### src/rtl/surf_id_ctrl_pkg.sv
// rtl/surf_id_ctrl_pkg.sv - register map constants and byte-merge helper for surf_id_ctrl
// Purpose: shared word offsets (wb_adr_i[7:2]) and the byte-lane write merge
//          used by every byte-selectable register in surf_id_ctrl.
// Ports:   none (package).
package surf_id_ctrl_pkg;

  localparam logic [5:0] ADDR_IDENT        = 6'd0;
  localparam logic [5:0] ADDR_DATEVERSION  = 6'd1;
  localparam logic [5:0] ADDR_CONTROL      = 6'd2;
  localparam logic [5:0] ADDR_PULSE        = 6'd3;
  localparam logic [5:0] ADDR_STATUS       = 6'd4;
  localparam logic [5:0] ADDR_UPTIME       = 6'd5;
  localparam logic [5:0] ADDR_SCRATCH_BASE = 6'd8;

  // PULSE bit that also clears the uptime counter and its prescaler
  localparam int PULSE_UPTIME_CLR = 0;

  // Replace each byte of old_w whose select bit is set with the same byte of new_w.
  function automatic logic [31:0] byte_merge(input logic [31:0] old_w,
                                             input logic [31:0] new_w,
                                             input logic [3:0]  sel);
    logic [31:0] r;
    r = old_w;
    for (int b = 0; b < 4; b++) begin
      if (sel[b]) r[8*b +: 8] = new_w[8*b +: 8];
    end
    return r;
  endfunction

endpackage

### src/rtl/surf_uptime_ctr.sv
// rtl/surf_uptime_ctr.sv - prescaled seconds counter for surf_id_ctrl
// Purpose: prescaler runs 0..PRESCALE-1; on terminal count it returns to 0 and
//          count increments (wrapping at 32 bits). clr zeroes both and takes
//          priority over a coincident increment.
// Ports:   clk, rst_n (async active-low), clr (synchronous clear), count[31:0].
module surf_uptime_ctr #(
  parameter int PRESCALE = 62500000
) (
  input  logic        clk,
  input  logic        rst_n,
  input  logic        clr,
  output logic [31:0] count
);

  localparam int PW = (PRESCALE > 2) ? $clog2(PRESCALE) : 1;

  logic [PW-1:0] presc;

  always_ff @(posedge clk or negedge rst_n) begin
    if (!rst_n) begin
      presc <= '0;
      count <= 32'h0;
    end else if (clr) begin
      presc <= '0;
      count <= 32'h0;
    end else if (presc == PW'(PRESCALE - 1)) begin
      presc <= '0;
      count <= count + 32'd1;
    end else begin
      presc <= presc + PW'(1);
    end
  end

endmodule

### src/rtl/surf_id_ctrl.sv
// rtl/surf_id_ctrl.sv - SURF identity/control/status WISHBONE classic register slave
// Purpose: single-cycle-latency register file on the regclk bus: IDENT, DATEVERSION,
//          CONTROL (RW), PULSE (WO strobes), STATUS (synchronized), UPTIME and
//          NUM_SCRATCH scratch words.
// Ports:   wb_clk_i, wb_rst_n_i (async active-low), wb_cyc_i/wb_stb_i/wb_we_i/
//          wb_adr_i/wb_dat_i/wb_sel_i (request), wb_dat_o/wb_ack_o/wb_err_o
//          (termination), ctrl_o (CONTROL), pulse_o (one-cycle strobes),
//          status_i (asynchronous status inputs).
// Build option: SURF_ID_CTRL_ERR_EN - unmapped accesses and writes to read-only
//          registers terminate with wb_err_o instead of wb_ack_o.
module surf_id_ctrl
  import surf_id_ctrl_pkg::*;
#(
  parameter logic [31:0] IDENT        = 32'h53555246,
  parameter logic [31:0] DATEVERSION  = 32'h0,
  parameter int          ADDR_BITS    = 22,
  parameter int          NUM_SCRATCH  = 4,
  parameter logic [31:0] CTRL_RESET   = 32'h0,
  parameter int          STATUS_WIDTH = 16,
  parameter int          PRESCALE     = 62500000
) (
  input  logic                    wb_clk_i,
  input  logic                    wb_rst_n_i,
  input  logic                    wb_cyc_i,
  input  logic                    wb_stb_i,
  input  logic                    wb_we_i,
  input  logic [ADDR_BITS-1:0]    wb_adr_i,
  input  logic [31:0]             wb_dat_i,
  input  logic [3:0]              wb_sel_i,
  output logic [31:0]             wb_dat_o,
  output logic                    wb_ack_o,
  output logic                    wb_err_o,
  output logic [31:0]             ctrl_o,
  output logic [31:0]             pulse_o,
  input  logic [STATUS_WIDTH-1:0] status_i
);

  logic                    req;
  logic                    bad;
  logic                    mapped;
  logic                    ro;
  logic                    scr_hit;
  logic                    wr_en;
  logic                    uptime_clr;
  logic                    adr_unused;
  logic [5:0]              word;
  logic [31:0]             rd_data;
  logic [31:0]             uptime;
  logic [STATUS_WIDTH-1:0] status_meta;
  logic [STATUS_WIDTH-1:0] status_sync;
  // Sized for the maximum of 8; entries at or above NUM_SCRATCH are never
  // written or read and stay at their reset value.
  logic [31:0]             scratch [8];

  // A termination in flight blocks a new request, so a held stb is served every other cycle.
  assign req        = wb_cyc_i & wb_stb_i & ~wb_ack_o & ~wb_err_o;
  assign word       = wb_adr_i[7:2];
  assign adr_unused = ^wb_adr_i[1:0];

  always_comb begin
    rd_data = 32'h0;
    mapped  = 1'b0;
    ro      = 1'b0;
    scr_hit = 1'b0;
    if (~|wb_adr_i[ADDR_BITS-1:8]) begin
      case (word)
        ADDR_IDENT:       begin rd_data = IDENT;               mapped = 1'b1; ro = 1'b1; end
        ADDR_DATEVERSION: begin rd_data = DATEVERSION;         mapped = 1'b1; ro = 1'b1; end
        ADDR_CONTROL:     begin rd_data = ctrl_o;              mapped = 1'b1; end
        ADDR_PULSE:       begin                                mapped = 1'b1; end
        ADDR_STATUS:      begin rd_data = 32'(status_sync);    mapped = 1'b1; ro = 1'b1; end
        ADDR_UPTIME:      begin rd_data = uptime;              mapped = 1'b1; ro = 1'b1; end
        default: begin
          if (word >= ADDR_SCRATCH_BASE && word < 6'(ADDR_SCRATCH_BASE + NUM_SCRATCH)) begin
            scr_hit = 1'b1;
            mapped  = 1'b1;
            rd_data = scratch[word[2:0]];
          end
        end
      endcase
    end
  end

`ifdef SURF_ID_CTRL_ERR_EN
  assign bad = ~mapped | (wb_we_i & ro);
`else
  assign bad = 1'b0;
`endif

  assign wr_en      = req & wb_we_i & mapped & ~ro & ~bad;
  assign uptime_clr = wr_en & (word == ADDR_PULSE) & wb_sel_i[0] & wb_dat_i[PULSE_UPTIME_CLR];

  always_ff @(posedge wb_clk_i or negedge wb_rst_n_i) begin
    if (!wb_rst_n_i) begin
      wb_ack_o <= 1'b0;
      wb_err_o <= 1'b0;
      wb_dat_o <= 32'h0;
      ctrl_o   <= CTRL_RESET;
      pulse_o  <= 32'h0;
      for (int i = 0; i < 8; i++) scratch[i] <= 32'h0;
    end else begin
      wb_ack_o <= req & ~bad;
      wb_err_o <= req & bad;
      wb_dat_o <= (req && !bad && !wb_we_i) ? rd_data : 32'h0;
      pulse_o  <= 32'h0;
      if (wr_en) begin
        if (word == ADDR_CONTROL) ctrl_o  <= byte_merge(ctrl_o, wb_dat_i, wb_sel_i);
        if (word == ADDR_PULSE)   pulse_o <= byte_merge(32'h0, wb_dat_i, wb_sel_i);
        if (scr_hit) scratch[word[2:0]] <= byte_merge(scratch[word[2:0]], wb_dat_i, wb_sel_i);
      end
    end
  end

  always_ff @(posedge wb_clk_i or negedge wb_rst_n_i) begin
    if (!wb_rst_n_i) begin
      status_meta <= '0;
      status_sync <= '0;
    end else begin
      status_meta <= status_i;
      status_sync <= status_meta;
    end
  end

  surf_uptime_ctr #(
    .PRESCALE(PRESCALE)
  ) u_uptime (
    .clk   (wb_clk_i),
    .rst_n (wb_rst_n_i),
    .clr   (uptime_clr),
    .count (uptime)
  );

endmodule

### config.mk
export PLATFORM = sky130hd
export DESIGN_NAME = surf_id_ctrl
export DESIGN_NICKNAME = d
export VERILOG_FILES = /design/src/rtl/surf_id_ctrl_pkg.sv /design/src/rtl/surf_uptime_ctr.sv /design/src/rtl/surf_id_ctrl.sv
export SDC_FILE = /design/constraint.sdc
export NUM_CORES = 1
export LEC_CHECK = 0
export CORE_ASPECT_RATIO = 0.8
export CORE_MARGIN = 2
export CORE_UTILIZATION = 45
export DETAILED_ROUTE_END_ITERATION = 10
export MAX_ROUTING_LAYER = met4
export PLACE_DENSITY = 0.65
export SETUP_SLACK_MARGIN = 0.1
export SLEW_MARGIN = 5
export SYNTH_ARGS = -nofsm -noshare
export SYNTH_HDL_FRONTEND = slang
export SYNTH_SLANG_ARGS = --single-unit
### constraint.sdc
create_clock -name wb_clk_i -period 5.5 [get_ports wb_clk_i]
set_clock_uncertainty 0.15 [all_clocks]
set_input_delay 0.55 -clock wb_clk_i [delete_from_list [all_inputs] [get_ports wb_clk_i]]
set_output_delay 0.55 -clock wb_clk_i [all_outputs]
set_load 0.02 [all_outputs]
==> metrics.cfg <==
[placed_design]
hpwl_um=28900
pre_cts_ws_ns=1.74
postPlaceCellArea_mm2=0.0199
io_buffers=173
gp_congestion=0.814

[routing]
vias=11568
drtIter0Drc=970
drc_errors=0
dr.pass1.iters=6
wl_per_cell_um=21.0
via_per_inst=5.48
wl_um=44400
drtAntennaViolNets=0

[die]
die_h_um=184
die-width_um=229
dieArea_mm2=0.0420
row_count=65
start_util_pct=45.9
core_area_mm2=0.0396
boundaryPins=177

[sta]
rsz0062_at_grt=false
worst_pin_slew_ns=1.18
period_minus_slack_ns=3.22
finalWorstSetupSlack_ns=2.28
setup_tns_ns=0
hold_violations=0
slew_violations=0
max_freq_mhz=311
slew_headroom_pct=21.7
timing.hold.ws_ns=0.198
setup_viol=0
period_share_pct=58.5

[yosys]
syn_nets=1600
ys_types=43
post_synth.cell_area_avg_um2=12.0
syn_inst=1519
synth-edff-count=0
synthArstFlopShare_pct=100
synth-seq-cells=443
synth_ff_type=dfrtp_1
synth_area_mm2=0.0182
ys_seq_area_share_pct=61.0
yosys_warnings=0

[cts]
cts_tree=done
cts-resized-gates=0
ctsRootBufferMaster=clkbuf_16
insertion_delay_ns=0.56
clk_pin_slew_ns=0.06
htree_levels=2
cts_setup_buffers=0
cts_buffer_depth=3
cts_sinks=443
cts-hold-fix-buffers=1
cts_buffers=45

[critical_path]
reg2reg_slack_ns=2.59
worstPathRequired_ns=5.79
endpoint_kind=register
worstSetupPathType=input pin to register
critPathArrivalTime_ns=3.51
worst_setup_path_start_kind=input pin
cp_max_fo=28
r2r-start=u_uptime.presc[12]
reg2reg_depth=5
r2r-end=u_uptime.count[16]

[hold_path]
whs_endpoint=status_sync[11]
whs_path_depth=0
hp-class=register to register
holdCritStartpoint=status_meta[11]

[layout]
finalNetCount=1622
fin_util_pct=54.0
drive_gt1_share_pct=13.5
syn_to_final_growth_pct=17.6
final_area_mm2=0.0214

[power]
worst_ir_drop_vdd_uv=220
leakage_nw=9.55
power_density_mw_per_mm2=306

[grt]
grt_pass1_wl_um=70300
track_usage_pct=22.3
antenna_found_initial=1
grt.overflow.total=0
grt_pass1_vias=11900
grt_max_degree=115

[job]
maxCapViolCount=0

[run_status]
status=finished clean

-- cells in the mapped netlist, drive strengths merged (27+ instances only) --
library cell,n,share of area (%)
a21oi,32,0.88
and3,44,1.5
buf,42,1.3
clkbuf,181,3.7
dfrtp,443,61
mux2,48,3.0
mux2i,32,1.8
mux4,64,7.9
nand2,189,3.9
nor2,68,1.4
nor4,27,0.93
o21ai,145,4.0
xnor2,48,2.3
-- worst max-delay path: stages --
cell and delay (ns):
clkdlybuf4s50_1 0.52, nor4_1 0.87, and2_2 0.89, nand3_4 0.28
mux2_1 0.38
-- flip-flops by register name (all words and copies together) (netlist names) --
register / cells
u_uptime.presc: 26
wb_ack_o: 1
u_uptime.count: 32
ctrl_o: 32
pulse_o: 32
status_sync: 16
scratch: 256
wb_dat_o: 32
status_meta: 16
-- final cells by class --
| cell class | instances | area, µm² |
|---|---|---|
| Timing Repair Buffer | 198 | 1950 |
| Sequential cell | 443 | 11100 |
| Tap cell | 536 | 671 |
| Antenna cell | 1 | 2.50 |
| Clock buffer | 67 | 1370 |
| Multi-Input combinational cell | 843 | 6150 |
| Fill cell | 3291 | 18200 |
| Clock inverter | 13 | 103 |
| Inverter | 10 | 37.5 |
-- routing by layer --
layer / GRT usage (%) / vias up / wire (µm)
li1: - / 5261 / -
met1: 31.4 / 5923 / 20600
met2: 33.2 / 316 / 20200
met3: 3.82 / 68 / 2440
met4: 7.19 / 0 / 1210
met5: - / - / 0
-- worst max path at each step --
stage	startpoint	to	slack [ns]
after floorplan	wb_adr_i[7]	ctrl_o[0]	3.07
after global placement	wb_adr_i[7]	ctrl_o[1]	1.79
after detailed placement	wb_adr_i[7]	ctrl_o[4]	1.74
after CTS	wb_adr_i[7]	ctrl_o[3]	2.33
after global routing	wb_adr_i[2]	scratch[134]	2.14
final	wb_adr_i[7]	ctrl_o[3]	2.28
-- kinds of logic after synthesis --
family | synth area share, %
compound gates | 6.71
buf+inv | 5.22
flops | 61.0
other cells | 0.0206
xor+xnor | 2.65
simple gates | 11.6
fa+ha+maj | 0.138
mux | 12.7
-- cell usage in the layout (no fill, tap or decap), drive strengths merged, types with 14 or more instances in the layout --
cell / count
a21oi: 32
a221oi: 14
and3: 44
and4: 14
buf: 28
clkbuf: 67
clkdlybuf4s50: 169
dfrtp: 443
mux2: 48
mux2i: 32
mux4: 64
nand2: 189
nand3: 20
nand4: 23
nor2: 68
nor3: 16
nor4: 27
o21ai: 145
xnor2: 48
-- metrics by stage --
| step | total power, mW | std cells |
|---|---|---|
| 3_5_place_dp | 3.59 | 2029 |
| 4_1_cts | 6.62 | 2110 |
| 6_report | 6.55 | 2111 |
| 5_1_grt | 6.78 | 2111 |
| 3_3_place_gp | 3.58 | 2029 |
| 2_1_floorplan | 3.42 | 1519 |
-- report_power, final --
group | total, mW | internal, mW | switching [mW]
Combinational | 0.247 | 0.0893 | 0.157
Clock | 3.02 | 1.77 | 1.25
Sequential | 3.28 | 3.27 | 0.00513
No activity file was read; power rests on OpenSTA's default activity.
